===== src/rtl/ntt_loop_sequencer.sv =====
// ntt_loop_sequencer
//   Loop-control FSM for the NTT/INTT pipelined address generator. A start
//   pulse walks LOG_N = N_bits stages of N/2 beats each, one beat per cycle,
//   with a STAGE_GAP idle window between stages for butterfly write-back and
//   a DRAIN_CYCLES window after the final beat before a one-cycle done pulse.
//
// Ports
//   clk, reset        clock, synchronous active-high reset
//   start             begin a transform (accepted only while idle)
//   start_intt        transform mode, latched with an accepted start
//   hold              downstream stall; freezes beat issue while running
//   enable            beat valid (combinational in hold)
//   is_intt           latched mode
//   i, j, m           stage index, group base, 1 << (i+1)
//   counter           first coefficient index of the beat (j + k)
//   current_pair      twiddle index within the group (k)
//   stage_last        enable beat is the last of its stage
//   busy, done        not idle / one-cycle completion pulse
//
// state   | meaning
// --------+-------------------------------------------------------------
// S_IDLE  | waiting for start
// S_RUN   | issuing beats of stage i
// S_GAP   | write-back hazard window between stages
// S_DRAIN | waiting for the address pipeline to empty after the last beat
// S_DONE  | done pulse, back to idle next cycle

module ntt_loop_sequencer #(
  parameter int N            = 256,
  parameter int N_bits       = 8,
  parameter int STAGE_GAP    = 4,
  parameter int DRAIN_CYCLES = 2
) (
  input  logic            clk,
  input  logic            reset,
  input  logic            start,
  input  logic            start_intt,
  input  logic            hold,
  output logic            enable,
  output logic            is_intt,
  output logic [N_bits:0] i,
  output logic [N_bits:0] j,
  output logic [N_bits:0] m,
  output logic [N_bits:0] counter,
  output logic [N_bits:0] current_pair,
  output logic            stage_last,
  output logic            busy,
  output logic            done
);

  localparam int W = N_bits + 1;
  localparam logic [W-1:0] BEAT_LAST  = W'(N / 2 - 1);
  localparam logic [W-1:0] I_LAST     = W'(N_bits - 1);
  localparam logic [15:0]  GAP_LOAD   = 16'(STAGE_GAP > 0 ? STAGE_GAP - 1 : 0);
  localparam logic [15:0]  DRAIN_LOAD = 16'(DRAIN_CYCLES > 0 ? DRAIN_CYCLES - 1 : 0);

  typedef enum logic [2:0] {S_IDLE, S_RUN, S_GAP, S_DRAIN, S_DONE} state_t;

  state_t         state_q, state_d;
  logic [W-1:0]   i_q, i_d;
  logic [W-1:0]   j_q, j_d;
  logic [W-1:0]   k_q, k_d;
  logic [W-1:0]   m_q, m_d;
  logic [W-1:0]   beat_q, beat_d;
  logic           intt_q, intt_d;
  logic [15:0]    tmr_q, tmr_d;
  logic [W-1:0]   k_last;

  // Last inner index of a group for stages i >= 2: half - 1 = (m >> 2) - 1.
  assign k_last = (m_q >> 2) - W'(1);

  always_ff @(posedge clk) begin
    if (reset) begin
      state_q <= S_IDLE;
      i_q     <= '0;
      j_q     <= '0;
      k_q     <= '0;
      m_q     <= '0;
      beat_q  <= '0;
      intt_q  <= 1'b0;
      tmr_q   <= '0;
    end else begin
      state_q <= state_d;
      i_q     <= i_d;
      j_q     <= j_d;
      k_q     <= k_d;
      m_q     <= m_d;
      beat_q  <= beat_d;
      intt_q  <= intt_d;
      tmr_q   <= tmr_d;
    end
  end

  always_comb begin
    state_d    = state_q;
    i_d        = i_q;
    j_d        = j_q;
    k_d        = k_q;
    m_d        = m_q;
    beat_d     = beat_q;
    intt_d     = intt_q;
    tmr_d      = tmr_q;
    enable     = (state_q == S_RUN) && !hold;
    stage_last = enable && (beat_q == BEAT_LAST);

    case (state_q)
      S_IDLE: begin
        if (start) begin
          intt_d  = start_intt;
          i_d     = '0;
          j_d     = '0;
          k_d     = '0;
          beat_d  = '0;
          m_d     = W'(2);
          state_d = S_RUN;
        end
      end

      S_RUN: begin
        if (enable) begin
          if (beat_q == BEAT_LAST) begin
            if (i_q == I_LAST) begin
              if (DRAIN_CYCLES > 0) begin
                tmr_d   = DRAIN_LOAD;
                state_d = S_DRAIN;
              end else begin
                state_d = S_DONE;
              end
            end else if (STAGE_GAP > 0) begin
              tmr_d   = GAP_LOAD;
              state_d = S_GAP;
            end else begin
              // no hazard window: next stage starts on the following cycle
              i_d    = i_q + W'(1);
              m_d    = m_q << 1;
              j_d    = '0;
              k_d    = '0;
              beat_d = '0;
            end
          end else begin
            beat_d = beat_q + W'(1);
            // stages 0 and 1 walk even coefficients; k stays at 0
            if (i_q < W'(2)) begin
              j_d = j_q + W'(2);
            end else if (k_q == k_last) begin
              k_d = '0;
              j_d = j_q + (m_q >> 1);
            end else begin
              k_d = k_q + W'(1);
            end
          end
        end
      end

      S_GAP: begin
        if (tmr_q == '0) begin
          i_d     = i_q + W'(1);
          m_d     = m_q << 1;
          j_d     = '0;
          k_d     = '0;
          beat_d  = '0;
          state_d = S_RUN;
        end else begin
          tmr_d = tmr_q - 16'd1;
        end
      end

      S_DRAIN: begin
        if (tmr_q == '0) state_d = S_DONE;
        else             tmr_d   = tmr_q - 16'd1;
      end

      S_DONE:  state_d = S_IDLE;

      default: state_d = S_IDLE;
    endcase
  end

  assign is_intt      = intt_q;
  assign i            = i_q;
  assign j            = j_q;
  assign m            = m_q;
  assign counter      = j_q + k_q;
  assign current_pair = k_q;
  assign busy         = (state_q != S_IDLE);
  assign done         = (state_q == S_DONE);

endmodule

===== config.mk =====
export PLATFORM = sky130hd
export DESIGN_NAME = ntt_loop_sequencer
export DESIGN_NICKNAME = d
export VERILOG_FILES = /design/src/rtl/ntt_loop_sequencer.sv
export SDC_FILE = /design/constraint.sdc
export NUM_CORES = 1
export LEC_CHECK = 0
export ABC_AREA = 0
export CORE_AREA = 2 2 72 108
export CTS_CLUSTER_DIAMETER = 50
export DETAILED_ROUTE_END_ITERATION = 12
export DIE_AREA = 0 0 74 110
export PLACE_DENSITY = 0.85
export SYNTH_ARGS = -nofsm -noshare
export SYNTH_HDL_FRONTEND = slang
export SYNTH_SLANG_ARGS = --single-unit

===== constraint.sdc =====
create_clock -name clk -period 4 [get_ports clk]
set_input_delay 0.6 -clock clk [delete_from_list [all_inputs] [get_ports clk]]
set_output_delay 0.6 -clock clk [all_outputs]
set_load 0.03 [all_outputs]

Yosys cells after proc, flatten, opt, wreduce, memory -nomap -nowiden:

Cells that the tools add are included.

* register bits: 65
* logic and storage cells: 82
* output and inout port bits: 50
* bits of input ports: 5

* $add $sub $neg: 8
* muxes and demuxes: 32
* reductions and logical operators: 17
* $lt $le $gt $ge: 1
* equal/unequal tests: 16

Operators by type and width (count)
* 9-bit 2-to-1 mux: 15
* 9-bit one-hot mux with 3 select lines: 3
* 16-bit 2-to-1 mux: 3
* 9-bit one-hot mux with 2 select lines: 2
* 16-bit one-hot mux with 2 select lines: 1
* 9-bit by 1-bit adder with 9-bit output, second input constant: 3
* 16-bit zero test: 1
* 16-bit by 1-bit subtractor with 16-bit output, second input constant: 1
* 3-bit 2-to-1 mux: 5
* 2-bit != test, second input constant: 7
* 3-bit one-hot mux with 4 select lines: 1
* 6-bit AND reduction: 2
* 5-bit AND reduction: 2
* 9-bit by 2-bit adder with 9-bit output, second input constant: 1
* 9-bit by 8-bit adder with 9-bit output: 1
* 9-bit adder: 1
* 9-bit by 3-bit == test with 1-bit output, second input constant: 1
* 9-bit by 7-bit == test with 1-bit output, second input constant: 1
* 9-bit == test: 1
* 9-bit by 2-bit < comparator with 1-bit output, second input constant: 1
* 7-bit by 1-bit subtractor with 8-bit output, second input constant: 1
* 3-bit by 2-bit == test with 1-bit output, second input constant: 2
* 3-bit nonzero test: 2
* 4-bit AND reduction: 1
* 13 further kinds: 15

Logic depth before layout (Yosys ltp):

* depth in word-level cells: 7
* gate-level depth with buffers: 12
* depth with buffers taken out: 10

Worst setup path before layout:

Ideal clock, no wire load.

* kind: register to register
* start: reg m_q[2] (netlist: m[2])
* end: reg j_q[8] (netlist: j[8])
* arrival time: 3170 ps
* slack: 760 ps
* period minus slack after synthesis: 3240 ps
* cell stages (with the launch flop): 12
* cell sequence: dfxtp_1 -> clkbuf_1 -> inv_1 -> ha_1 -> clkbuf_1 -> o21ba_2 -> a221oi_1 -> a41oi_1 -> a2111oi_1 -> o21ai_1 -> or4_1 -> a21oi_1

* longest elaborated chain between the ends: 6

Ends and longest elaborated chain
* start: declaration: line 63 `logic [W-1:0] m_q, m_d;`
* start signal: assignment: line 87 `m_q <= m_d;`
* 9-bit by 8-bit adder with 9-bit output: line 147 `j_d = j_q + (m_q >> 1);`
* 9-bit 2-to-1 mux: line 145 `end else if (k_q == k_last) begin`
* 9-bit 2-to-1 mux: line 143 `if (i_q < W'(2)) begin`
* 9-bit 2-to-1 mux: line 121 `if (beat_q == BEAT_LAST) begin`
* 9-bit 2-to-1 mux: line 120 `if (enable) begin`
* 9-bit one-hot mux with 3 select lines: line 106 `case (state_q)`
* end signal: assignment: line 85 `j_q <= j_d;`
* end: declaration: line 61 `logic [W-1:0] j_q, j_d;`

Several ways; a longest one is shown, not always the timed one. The select of a mux whose other input is x is not followed.
A chain may end at the register's enable or synchronous reset.

Final worst setup path:

* start: reg k_q[0] (netlist: current_pair[0])
* end: out counter[8]

* longest elaborated chain between the ends: 1

Ends and longest elaborated chain
* start: declaration: line 62 `logic [W-1:0] k_q, k_d;`
* start signal: assignment: line 86 `k_q <= k_d;`
* 9-bit adder: line 183 `assign counter = j_q + k_q;`
* end: declaration: line 44 `output logic [N_bits:0] counter,`

Every way passes these cells.

==> reports/results.ini <==
[sta]
relSlewSlack_pct=38.3
setup_slack_ns=0.296
worst_pin_slew_ns=0.917
hold_viol=0
post-route-period-util_pct=92.6
period_needed_ns=3.70
max_freq_mhz=270
drv_slew=0
rsz0062_at_grt=no
setup_violations=0
clock_skew_ns=0.00863
tns_ns=0

[run_status]
status=complete, no violations

[global_routing]
grt_most_used_layer=met2
grt_overflow_total=0
grt.total_usage_pct=26.3
grtUsageMet3_pct=6.09
antenna_found_initial=0
grt_use_met1_pct=28.7
grt_start_max_net_pins=17
grt_pass1_vias=3607
grt_pass1_wl_um=16500
grt_use_met2_pct=46.6

[synthesis]
synth_edf_count=0
yosys_warnings=0
synth-seq-cells=64
synthCells=478
synth_area_mm2=0.00388
ys.flop_type=dfxtp_1
yosysUniqueCellTypes=62
synth-async-reset-ratio_pct=0
ys_seq_area_share_pct=33.0
avgSynthCellArea_um2=8.12
synth_nets=507

[final_layout]
instances_no_fill=632
syn_to_final_growth_pct=20.9
nets=556
fin_area_mm2=0.00469
final_cell_mix=nor2_1, dfxtp_1, clkdlybuf4s50_1
drive_gt1_share_pct=5.83
n_antenna_cell=0
utilization_pct=65.4
layout_commonest_cell=nor2_1

[routing]
vias=3706
wl_um=10100
drt_iter0_drc=224
drt_pre_antenna_iters=5
antenna_left=0
routedWlPerCell_um=15.9
drc=0
avgViaCountPerCell=5.86

[floorplanning]
pin_count=55
initial_utilization_pct=54.1
dieArea_mm2=0.00814
fp-row-count=38
dieHeight_um=110
die_w_um=74
core_area_mm2=0.00718

[power]
p_sw_uw=341
seq_power_share_pct=48.3
internal_power_uw=1010
ir_drop_mv=0.205
pwr-share-comb_pct=10.0
leakagePower_uw=0.00180
p_per_area_mw_per_mm2=288
sw_frac_of_total_pct=25.2
p_clk_share_pct=41.7

[setup_path]
reg2reg_from=tmr_q[0]
startpoint=current_pair[0]
criticalPathCategory=reg2out
crit_path_max_fanout=8
critPathSlowestCell=clkdlybuf4s50_1
worstPathRequired_ns=3.40
startpoint_type=flop
crit_chain=ha_1 -> inv_1 -> fa_1 -> inv_1 -> a21oi_1 -> o21bai_1 -> a21o_1 -> a21oi_1 -> o21ai_0 -> xnor2_1 -> clkdlybuf4s50_1
end_kind=primary output
critPathMaxStageDelay_ns=0.68
cp.arrival_ns=3.10
cp_num_buf_inv=3
cp_top_family=buffers and inverters

[clocking]
cts_tree=built
cts_hold_buf=0
cts_buffer_depth=2
post_cts_buffers=0
clkTransAtPathRegs_ns=0.07
cts_resized=0
cts_sinks=64
clock_tree.root_cell=clkbuf_8
cts_made_buffers=9
cts_htree_levels=3
clk_latency_ns=0.35

[place]
placement.io_buffers=53
place_hpwl_um=7580
postPlaceCellArea_mm2=0.00450
dp_worst_setup_slack_ns=0.673
place_congestion=0.902
placed_cells=616

[hold_path]
hold_class=reg2reg
hp-start=is_intt

[run]
drv_cap=0

[final timing paths]
path / slack, ns / cells past startpoint / endpoint
worst max-delay path: 0.30 / 11 / counter[8]
worst min-delay path: 0.46 / 2 / is_intt
worst max register to register: 0.75 / 9 / j[8]
worst min register to register: 0.46 / 2 / is_intt
[final cells by class]
type	count	area [um^2]
flip-flops and latches	64	1280
inverters	21	78.8
clock inverters	3	40.0
repair buffers	59	576
well taps	100	125
fillers	572	2480
multi-input cells	372	2430
clock buffers	13	159
[registers in the layout, summed over array words and instances (netlist names)]
| register | flops |
|---|---|
| tmr_q | 16 |
| beat_q | 9 |
| current_pair | 9 |
| i | 9 |
| j | 9 |
| m | 8 |
| state_q | 3 |
| is_intt | 1 |
[metrics by stage]
stage | hold WS, ns | total power [uW]
CTS | 0.457 | 1360
finish | 0.457 | 1350
global placement | 0.444 | 798
floorplan | 0.446 | 759
global route | 0.490 | 1410
detailed placement | 0.447 | 801
[power groups by stage]
stage               clock network [uW]  registers [uW]  logic (uW)
global route                       607             654         149
detailed placement                   0             668         134
CTS                                574             653         134
floorplan                            0             670        89.6
finish                             564             654         135
global placement                     0             667         131
[Yosys cell counts (all sizes together), types with 2 or more instances]
library cell | count | area, um^2
o21a | 2 | 15.0
nand2b | 2 | 12.5
inv | 21 | 78.8
and4 | 2 | 17.5
a2111oi | 2 | 18.8
a32oi | 2 | 17.5
mux2i | 4 | 40.0
o31ai | 3 | 22.5
nor4 | 9 | 56.3
or3 | 8 | 50.1
or3b | 3 | 26.3
and3 | 5 | 31.3
fa | 2 | 40.0
a22oi | 11 | 87.6
nor2b | 5 | 31.3
and2 | 2 | 12.5
a2111o | 2 | 22.5
nor2 | 75 | 282
ha | 22 | 275
dfxtp | 64 | 1280
nand4 | 10 | 62.6
nand2 | 31 | 116
nand3 | 15 | 75.1
or4 | 5 | 41.3
o21ai | 16 | 80.1
a211oi | 5 | 50.1
or4b | 2 | 20.0
o21bai | 3 | 22.5
o32ai | 4 | 35.0
clkbuf | 16 | 60.1
xnor2 | 28 | 245
a31oi | 2 | 12.5
buf | 5 | 28.8
nor3 | 19 | 100
nor4b | 2 | 17.5
xor2 | 25 | 219
a21o | 6 | 45.0
a21oi | 24 | 120
[worst min-delay path, stage by stage, from the launching register on]
cell and delay (ns):
dfxtp_1 0.31, nand2_1 0.05, a21oi_1 0.05
[logic make-up (layout without fill, tap and decap cells)]
logic type	after synthesis	count (layout)	synth area share [%]
buf+inv	42	96	4.32
compound gates	91	91	16.2
simple gates	199	199	25.3
mux	4	4	1.03
other cells	1	1	0.0966
fa+ha+maj	24	24	8.12
xor+xnor	53	53	12.0
flops	64	64	33.0
[per-layer routing]
layer	up-vias	share of wire (%)
li1	1803	-
met1	1745	39
met2	124	52
met3	34	4.9
met4	0	4.1
met5	-	0
Note: power is estimated with default switching activity, not from simulation.
